$ cat src/rtl/keccak_round_sequencer.sv
// keccak_round_sequencer: round counter and LFSR round-constant source for Keccak-f[b],
// with a START/ABORT/DONE handshake and optional two-rounds-per-cycle output.
module keccak_round_sequencer #(
   parameter int LANE_W = 64,
   parameter int UNROLL = 1
) (
   input  logic              CLK,
   input  logic              RST,
   input  logic              CE,
   input  logic              START,
   input  logic              ABORT,
   output logic              BUSY,
   output logic              WAIT_FOR_NEW_MESSAGE,
   output logic [4:0]        ROUND_IDX,
   output logic [LANE_W-1:0] RC0,
   output logic [LANE_W-1:0] RC1,
   output logic              FIRST,
   output logic              LAST,
   output logic              DONE
);
   localparam int NR = 12 + 2 * $clog2(LANE_W);
   localparam logic [4:0] LAST_IDX = 5'(NR - UNROLL);
   localparam logic [4:0] STEP = 5'(UNROLL);

   typedef enum logic {IDLE, RUN} state_t;
   state_t state_q, state_d;
   logic [4:0] idx_q, idx_d;
   logic [7:0] lfsr_q, lfsr_d;
   logic done_q, done_d;

   function automatic logic [7:0] lfsr_step(input logic [7:0] s);
      return s[7] ? {s[6:0], 1'b0} ^ 8'h71 : {s[6:0], 1'b0};
   endfunction

   function automatic logic [7:0] lfsr_adv(input logic [7:0] s, input int n);
      logic [7:0] t;
      t = s;
      for (int i = 0; i < n; i++) t = lfsr_step(t);
      return t;
   endfunction

   // the round's seven LFSR output bits land on lane bits 0,1,3,7,15,31,63
   function automatic logic [LANE_W-1:0] round_const(input logic [7:0] s);
      logic [63:0] rc;
      logic [7:0] t;
      rc = '0;
      t = s;
      for (int j = 0; j < 7; j++) begin
         rc[(1 << j) - 1] = t[0];
         t = lfsr_step(t);
      end
      return LANE_W'(rc);
   endfunction

   assign BUSY = state_q == RUN;
   assign WAIT_FOR_NEW_MESSAGE = !BUSY;
   assign ROUND_IDX = idx_q;
   assign FIRST = BUSY && idx_q == 5'd0;
   assign LAST = BUSY && idx_q == LAST_IDX;
   assign DONE = done_q;
   assign RC0 = BUSY ? round_const(lfsr_q) : '0;
   assign RC1 = (BUSY && UNROLL == 2) ? round_const(lfsr_adv(lfsr_q, 7)) : '0;

   always_comb begin
      state_d = state_q;
      idx_d = idx_q;
      lfsr_d = lfsr_q;
      done_d = 1'b0;
      if (CE) begin
         if (START && !(BUSY && ABORT)) begin
            state_d = RUN;
            idx_d = '0;
            lfsr_d = 8'h01;
         end else if (BUSY && (ABORT || LAST)) begin
            state_d = IDLE;
            idx_d = '0;
            lfsr_d = 8'h01;
            done_d = !ABORT;
         end else if (BUSY) begin
            idx_d = idx_q + STEP;
            lfsr_d = lfsr_adv(lfsr_q, 7 * UNROLL);
         end
      end
   end

   always_ff @(posedge CLK) begin
      if (RST) begin
         state_q <= IDLE;
         idx_q <= '0;
         lfsr_q <= 8'h01;
         done_q <= 1'b0;
      end else begin
         state_q <= state_d;
         idx_q <= idx_d;
         lfsr_q <= lfsr_d;
         done_q <= done_d;
      end
   end
endmodule
$ cat config.mk
export PLATFORM = sky130hd
export DESIGN_NAME = keccak_round_sequencer
export DESIGN_NICKNAME = d
export VERILOG_FILES = /design/src/rtl/keccak_round_sequencer.sv
export SDC_FILE = /design/constraint.sdc
export NUM_CORES = 1
export LEC_CHECK = 0
export BUFFER_PORTS_ARGS = -buffer_cell sky130_fd_sc_hd__buf_2
export CAP_MARGIN = 20
export CORE_UTILIZATION = 36
export DETAILED_ROUTE_END_ITERATION = 10
export PLACE_DENSITY = 0.78
export RECOVER_POWER = 25
export SLEW_MARGIN = 10
export SYNTH_ARGS = -nofsm -noshare
export SYNTH_HDL_FRONTEND = slang
export SYNTH_SLANG_ARGS = --single-unit
$ cat constraint.sdc
create_clock -name CLK -period 1.7 [get_ports CLK]
set_clock_uncertainty 0.05 [all_clocks]
set_input_delay 0.34 -clock CLK [delete_from_list [all_inputs] [get_ports CLK]]
set_output_delay 0.34 -clock CLK [all_outputs]
set_load 0.02 [all_outputs]
==> results of run 1 <==
## critical path: cells and delay by family, from the launching register on
kind,cells,cell delay [ps]
flops,1,330
xor+xnor,1,440
buf+inv,2,290
simple gates,1,90
## routing by layer
layer	up-vias	GRT usage [%]	routed length, um
li1	542	-	-
met1	526	9.99	1000
met2	86	17.5	1430
met3	12	0.972	242
met4	0	6.97	105
met5	-	0	0
## power breakdown
group | switching (W) | internal [W]
clock | 0.000125 | 0.000166
combinational | 0.000286 | 0.0000349
sequential | 0.00000542 | 0.000349
total | 0.000417 | 0.000549
## path summary, 6_finish.rpt
| path | end | cells past startpoint |
|---|---|---|
| worst max-delay path | RC0[31] | 4 |
| worst min-delay path | BUSY | 2 |
| worst max register to register | lfsr_q[7] | 5 |
| worst min register to register | DONE | 1 |
## flip-flops by register name (all words and copies together) (netlist names)
signal     flops
BUSY           1
DONE           1
ROUND_IDX      5
lfsr_q         8
## logic make-up (layout without fill, tap and decap cells)
group                      after synthesis  count (layout)
other                                    1             121
xor gates and xnor gates                14              14
AOI/OAI and AO/OA                       14              14
and+or+nand+nor                         41              41
buffers and inverters                  129              48
muxes                                    1               1
adders and majority gates                2               2
DFF                                     15              15
## through the flow
stage                     hold slack (ps)  TNS [ps]  instance area, um2  util (%)  instances
after floorplan                       387         0                2270         -        337
after global placement                430         0                1630      34.2        312
after detailed placement              419    -0.425                1630      34.2        312
after CTS                             304      -207                1730      36.4        321
after global routing                  328      -466                1790      37.6        323
final                                 299      -253                1790      37.6        323
## final cells by class
cell class	count	area, um2	share of cell area [%]
multi-input combinational	193	1060	59.2
sequential	15	324	18.1
timing repair buffer	41	265	14.8
tap	67	83.8	4.69
clock buffer	4	45.0	2.52
inverter	3	11.3	0.630
## repair_timing
action                                  in CTS  in global routing
pin swaps                                    3                  2
endpoints found under the setup margin       5                  6
buffers inserted                             5                  2
resized for setup                           11                 12
## cells in the final DEF (no fill, tap or decap), types with 2 or more instances in the layout
cell type                   netlist  layout
sky130_fd_sc_hd__a22oi_1          2       2
sky130_fd_sc_hd__nand4_1          2       2
sky130_fd_sc_hd__clkbuf_1         4       5
sky130_fd_sc_hd__dfxtp_1         15       6
sky130_fd_sc_hd__xnor2_1          7       6
sky130_fd_sc_hd__nor3_1           3       3
sky130_fd_sc_hd__inv_1            3       3
sky130_fd_sc_hd__buf_4          121      21
sky130_fd_sc_hd__dfxtp_2          0       4
sky130_fd_sc_hd__nand3_1          4       4
sky130_fd_sc_hd__or4_4            0       2
sky130_fd_sc_hd__nand4b_1         2       2
sky130_fd_sc_hd__or3_1            2       2
sky130_fd_sc_hd__conb_1           1     121
sky130_fd_sc_hd__clkbuf_8         0       3
sky130_fd_sc_hd__and2_1           3       3
sky130_fd_sc_hd__o21a_1           3       3
sky130_fd_sc_hd__buf_2            1      14
sky130_fd_sc_hd__xnor3_1          3       3
sky130_fd_sc_hd__buf_6            0       2
sky130_fd_sc_hd__nor2_1          12      10
sky130_fd_sc_hd__xor2_1           4       4
sky130_fd_sc_hd__nand3b_1         2       2
sky130_fd_sc_hd__a2bb2oi_1        3       3
sky130_fd_sc_hd__a211oi_1         2       2
sky130_fd_sc_hd__nand2_1          3       3
sky130_fd_sc_hd__dfxtp_4          0       5
==> impl_results.rst, run 1 <==
.. list-table::
   :header-rows: 1

   * - Metric
     - Value
   * - Num rows
     - 25
   * - Setup violations, final
     - 4
   * - Total count of max-transition violations in the final report
     - 0
   * - Largest family of logic cells by synthesized area
     - buffers and inverters
   * - Average detailed-routed wire length per instance
     - 8.62 um
   * - Most common library cells after synthesis
     - 121 x sky130_fd_sc_hd__buf_4, 15 x sky130_fd_sc_hd__dfxtp_1, 12 x sky130_fd_sc_hd__nor2_1
   * - Number of search-and-repair iterations in the first detailed-routing pass
     - 4
   * - Primary FF master, synth
     - sky130_fd_sc_hd__dfxtp_1
   * - Detailed-route wire length
     - 2.78 mm
   * - Quantity of I/O buffers inserted on ports
     - 21
   * - Worst-skew pair later-pin latency
     - 250 ps
   * - CP max stage cell
     - sky130_fd_sc_hd__xnor3_1
   * - Total global-route track usage
     - 9.53%
   * - Status
     - complete, but fails checks
   * - CP startpoint
     - lfsr_q[3]
   * - Worst Hold Launch
     - CE
   * - Via count of the first global-routing pass
     - 866
   * - Shortest period the worst path allows
     - 1780 ps
   * - Critical-path maximum fanout
     - 2
   * - RSZ-0062 raised after global routing
     - yes
   * - Top cell type by total area after synthesis
     - sky130_fd_sc_hd__buf_4
   * - Post-synthesis register bit count
     - 15
   * - Worst slack after detailed placement
     - -0.425 ps
   * - Worst vdd ir
     - 0.187 mV
   * - Area growth from synthesis to final layout
     - 0.351%
   * - # diodes
     - 0
   * - Post-synthesis cell area
     - 0.00178 mm2
   * - IO Count
     - 143
   * - Wire length of the first global-routing pass
     - 3.91 mm
   * - Total clock sinks
     - 15
   * - Dominant cell by count in the synthesized netlist
     - sky130_fd_sc_hd__buf_4
   * - Clock root buffer
     - sky130_fd_sc_hd__clkbuf_8
   * - Arrival @ worst endpoint
     - 1390 ps
   * - Global-route congestion overflow total
     - 0
   * - Xor/xnor share of the synthesized area
     - 9.20%
   * - Width of the chip
     - 72.4 um
   * - Layout filler cell count
     - 485
   * - Crit Path Category
     - reg2out
   * - Proportion of synthesized flip-flops having asynchronous set or reset
     - 0%
   * - Power Density
     - 540 mW/mm2
   * - Setup slack after layout
     - -84.3 ps
   * - Overall power of the completed layout
     - 0.000966 W
   * - Area inside the core boundary
     - 0.00475 mm2
   * - Required @ worst endpoint
     - 1310 ps
   * - Chip Height
     - 72.4 um
   * - Final Wtd Congestion
     - 0.752
   * - Sequential share of the synthesized area
     - 16.9%
   * - Gate count after technology mapping
     - 217
   * - Synth Area in Adders
     - 1.40%
   * - Clock-pin slew reported for the worst setup and hold paths after clock tree synthesis
     - 60 ps
   * - Share of the synthesized area in compound gates (AO/OA/AOI/OAI)
     - 5.76%
   * - Mean number of vias per cell
     - 3.61
   * - CP endpoint kind
     - output port
   * - Share of synthesized area spent on multiplexers
     - 0.632%
   * - Initial antenna violation count
     - 0
   * - Proportion of netlist area held by the largest area contributor
     - 51.0%
   * - Total number of vias
     - 1166
   * - EDFF count, synth
     - 0
   * - Iteration-0 DRC Markers
     - 127
   * - Number of different library cells in the post-synthesis netlist
     - 35
   * - Hold violation total from the final report
     - 0
   * - Violated checks
     - setup timing
   * - Leakage power summed over all cells
     - 0.913 nW
   * - CTS Hold Bufs
     - 0
   * - Minimum setup slack among reg-to-reg paths
     - -40 ps
   * - Proportion of layout cells with a drive suffix above 1
     - 22.7%
   * - TritonCTS Buffers
     - 3
   * - Fin nets
     - 264
   * - Detailed Place HPWL
     - 2.07 mm
   * - Cell types occupying the most area after synthesis
     - sky130_fd_sc_hd__buf_4 51%, sky130_fd_sc_hd__dfxtp_1 17%, sky130_fd_sc_hd__xnor3_1 3.8%, sky130_fd_sc_hd__xnor2_1 3.4%, sky130_fd_sc_hd__nor2_1 2.5%
   * - Initial core utilization
     - 37.5%
   * - DR DRC count
     - 0
   * - Launch instance of the worst register-to-register path
     - lfsr_q[3]
   * - TritonCTS clock tree
     - yes
   * - Post-synthesis area per instance
     - 8.21 um2
   * - Largest stage delay on the critical path
     - 440 ps
   * - DRT antenna net count
     - 0
   * - Type of origin of the critical path
     - flop
   * - Maximum number of pins on one net before global-route repair
     - 20
   * - Cell chain of the critical path
     - xnor3_1 > buf_6 > nor2_1 > buf_4
   * - Simple-Gate Fraction of Synth Area
     - 13.2%
   * - Maximum capacitance violations
     - 0
   * - Clock tree buffer depth
     - 2
   * - Final cycle utilization of the critical path
     - 105%
   * - Number of H-tree levels
     - 1
   * - Highest achievable clock rate
     - 0.560 GHz
   * - Worst hold-check path type
     - in2reg
   * - Area enclosed by the die boundary
     - 0.00523 mm2
   * - Yosys Warn Count
     - 0
No activity file was read; power rests on OpenSTA's default activity.
==> run 2, diff against run 1 <==
clock period = 1.45 ns   (was 1.7 ns; I/O delays follow)
==> run 2 against run 1 <==
The flow still finishes with violations (setup timing). Via count up 12%. Sequential share of layout area down 3.2 points. Utilization up 8.0 points. Critical path type unchanged. Critical endpoint is now RC0[15]. Highest routed layer unchanged.
==> impl_results.rst, run 2 (synthesis gave the netlist of run 1 again) <==
.. list-table::
   :header-rows: 1

   * - Metric
     - Value
   * - Most frequent cells in the layout
     - 121 x sky130_fd_sc_hd__conb_1, 34 x sky130_fd_sc_hd__buf_4, 18 x sky130_fd_sc_hd__buf_6
   * - TritonCTS Buffers
     - 3
   * - Status
     - complete, but fails checks
   * - Final Wtd Congestion
     - 0.844
   * - Wire length of the first global-routing pass
     - 4.90 mm
   * - Detailed-route wire length
     - 3.55 mm
   * - # diodes
     - 0
   * - CP Capture Point
     - RC0[15]
   * - Initial antenna violation count
     - 0
   * - CP endpoint kind
     - output port
   * - CP startpoint
     - lfsr_q[4]
   * - Proportion of layout cells with a drive suffix above 1
     - 37.9%
   * - Maximum capacitance violations
     - 0
   * - Most used cell along the critical path
     - sky130_fd_sc_hd__buf_6
   * - Number of search-and-repair iterations in the first detailed-routing pass
     - 4
   * - Clock tree buffer depth
     - 2
   * - Setup slack after layout
     - -342 ps
   * - RSZ-0062 raised after global routing
     - yes
   * - IO Count
     - 143
   * - Iteration-0 DRC Markers
     - 96
   * - Mean number of vias per cell
     - 3.74
   * - Total global-route track usage
     - 12.0%
   * - Worst hold-check path type
     - in2reg
   * - Chip Height
     - 72.4 um
   * - Clock root buffer
     - sky130_fd_sc_hd__clkbuf_8
   * - Global-route congestion overflow total
     - 0
   * - Arrival @ worst endpoint
     - 1450 ps
   * - DR DRC count
     - 0
   * - Num rows
     - 25
   * - Share of the core filled with cells in the final layout
     - 45.6%
   * - Via count of the first global-routing pass
     - 1072
   * - Width of the chip
     - 72.4 um
   * - Worst-skew pair later-pin latency
     - 250 ps
   * - Area inside the core boundary
     - 0.00475 mm2
   * - Commonest non-fill, non-tap cell in the layout
     - sky130_fd_sc_hd__conb_1
   * - Crit Path Category
     - reg2out
   * - Initial core utilization
     - 37.5%
   * - Violated checks
     - setup timing
   * - Setup violations, final
     - 12
   * - CP max stage cell
     - sky130_fd_sc_hd__xnor3_2
   * - Register with the highest flop count
     - lfsr_q
   * - Leakage power summed over all cells
     - 1.10 nW
   * - Launch instance of the worst register-to-register path
     - lfsr_q[6]
   * - Number of H-tree levels
     - 1
   * - Total clock sinks
     - 15
   * - DRT antenna net count
     - 0
   * - Fin nets
     - 290
   * - Largest stage delay on the critical path
     - 490 ps
   * - Minimum setup slack among reg-to-reg paths
     - -310 ps
   * - Clock-pin slew reported for the worst setup and hold paths after clock tree synthesis
     - 70 ps
   * - Hold violation total from the final report
     - 0
   * - Critical-path maximum fanout
     - 3
   * - Worst slack after detailed placement
     - -204 ps
   * - Layout filler cell count
     - 463
   * - Total number of vias
     - 1304
   * - Power Density
     - 552 mW/mm2
   * - Average detailed-routed wire length per instance
     - 10.2 um
   * - Highest achievable clock rate
     - 0.558 GHz
   * - Number of flip-flops in the largest register
     - 8
   * - Required @ worst endpoint
     - 1110 ps
   * - Area growth from synthesis to final layout
     - 21.8%
   * - TritonCTS clock tree
     - yes
   * - Type of origin of the critical path
     - flop
   * - Shortest period the worst path allows
     - 1790 ps
   * - Maximum number of pins on one net before global-route repair
     - 12
   * - Total count of max-transition violations in the final report
     - 0
   * - Cell chain of the critical path
     - xnor3_2 > buf_6 > nor2_4 > buf_6
   * - Worst vdd ir
     - 0.246 mV
   * - Quantity of I/O buffers inserted on ports
     - 21
   * - R2R cell count
     - 6
   * - End of the worst register-to-register path
     - lfsr_q[4]
   * - Area enclosed by the die boundary
     - 0.00523 mm2
   * - Final cycle utilization of the critical path
     - 124%
   * - CTS Hold Bufs
     - 0
   * - Detailed Place HPWL
     - 2.31 mm
-- run 2: cell count changes in the layout (fill, tap and decap cells not counted), sizes merged --
cell	before	now
buf	37	65
clkbuf	8	5
clkinv	0	1
-- run 2: layout make-up --
cell class | instances | area, um2 | area share [%]
clock buffer | 3 | 41.3 | 1.90
timing repair buffer | 67 | 531 | 24.5
multi-input combinational | 193 | 1170 | 53.8
sequential | 15 | 323 | 14.9
clock inverter | 1 | 5.00 | 0.231
inverter | 3 | 18.8 | 0.865
tap | 67 | 83.8 | 3.86
-- run 2: worst min path at each step --
stage,startpoint,endpoint,slack [ps],cells after the start
global placement,ROUND_IDX[3],DONE,480,2
detailed placement,ROUND_IDX[3],DONE,490,2
floorplan,CE,BUSY,330,1
finish,RST,lfsr_q[1],290,2
global route,RST,lfsr_q[1],300,2
CTS,RST,lfsr_q[3],280,2
-- run 2: metrics by stage --
stage | setup TNS [ps] | total power (W) | std cells | hold WS (ps) | instance area (um2)
floorplan | -738 | 0.00101 | 337 | 329 | 2280
global placement | -539 | 0.000815 | 331 | 484 | 1770
detailed placement | -906 | 0.000817 | 331 | 488 | 1770
CTS | -1750 | 0.00117 | 343 | 281 | 2010
global route | -3140 | 0.00126 | 349 | 303 | 2170
finish | -2330 | 0.00120 | 349 | 290 | 2170
-- run 2: worst max-delay path, delay by kind of cell (launching register included) --
family | cells | cell delay [ps]
buffers and inverters | 2 | 270
DFF | 1 | 370
and+or+nand+nor | 1 | 70
xor gates and xnor gates | 1 | 490
-- run 2: power breakdown --
part	total (W)	switching (W)	internal, W
registers	0.000417	0.00000570	0.000411
logic	0.000427	0.000356	0.0000709
clock network	0.000353	0.000163	0.000191
-- run 2: layer usage --
metal  GRT usage (%)  share of wire (%)  vias up
met1            12.9                 37      609
li1                -                  -      594
met5               0                  0        -
met4            5.45                1.9        0
met3            1.94                7.5        9
met2            22.7                 54       92
-- run 2: timing repair --
action / CTS / global route
gates resized for setup: 37 / 30
setup endpoints to repair: 17 / 19
pin swaps: 10 / 14
buffers inserted: 9 / 7
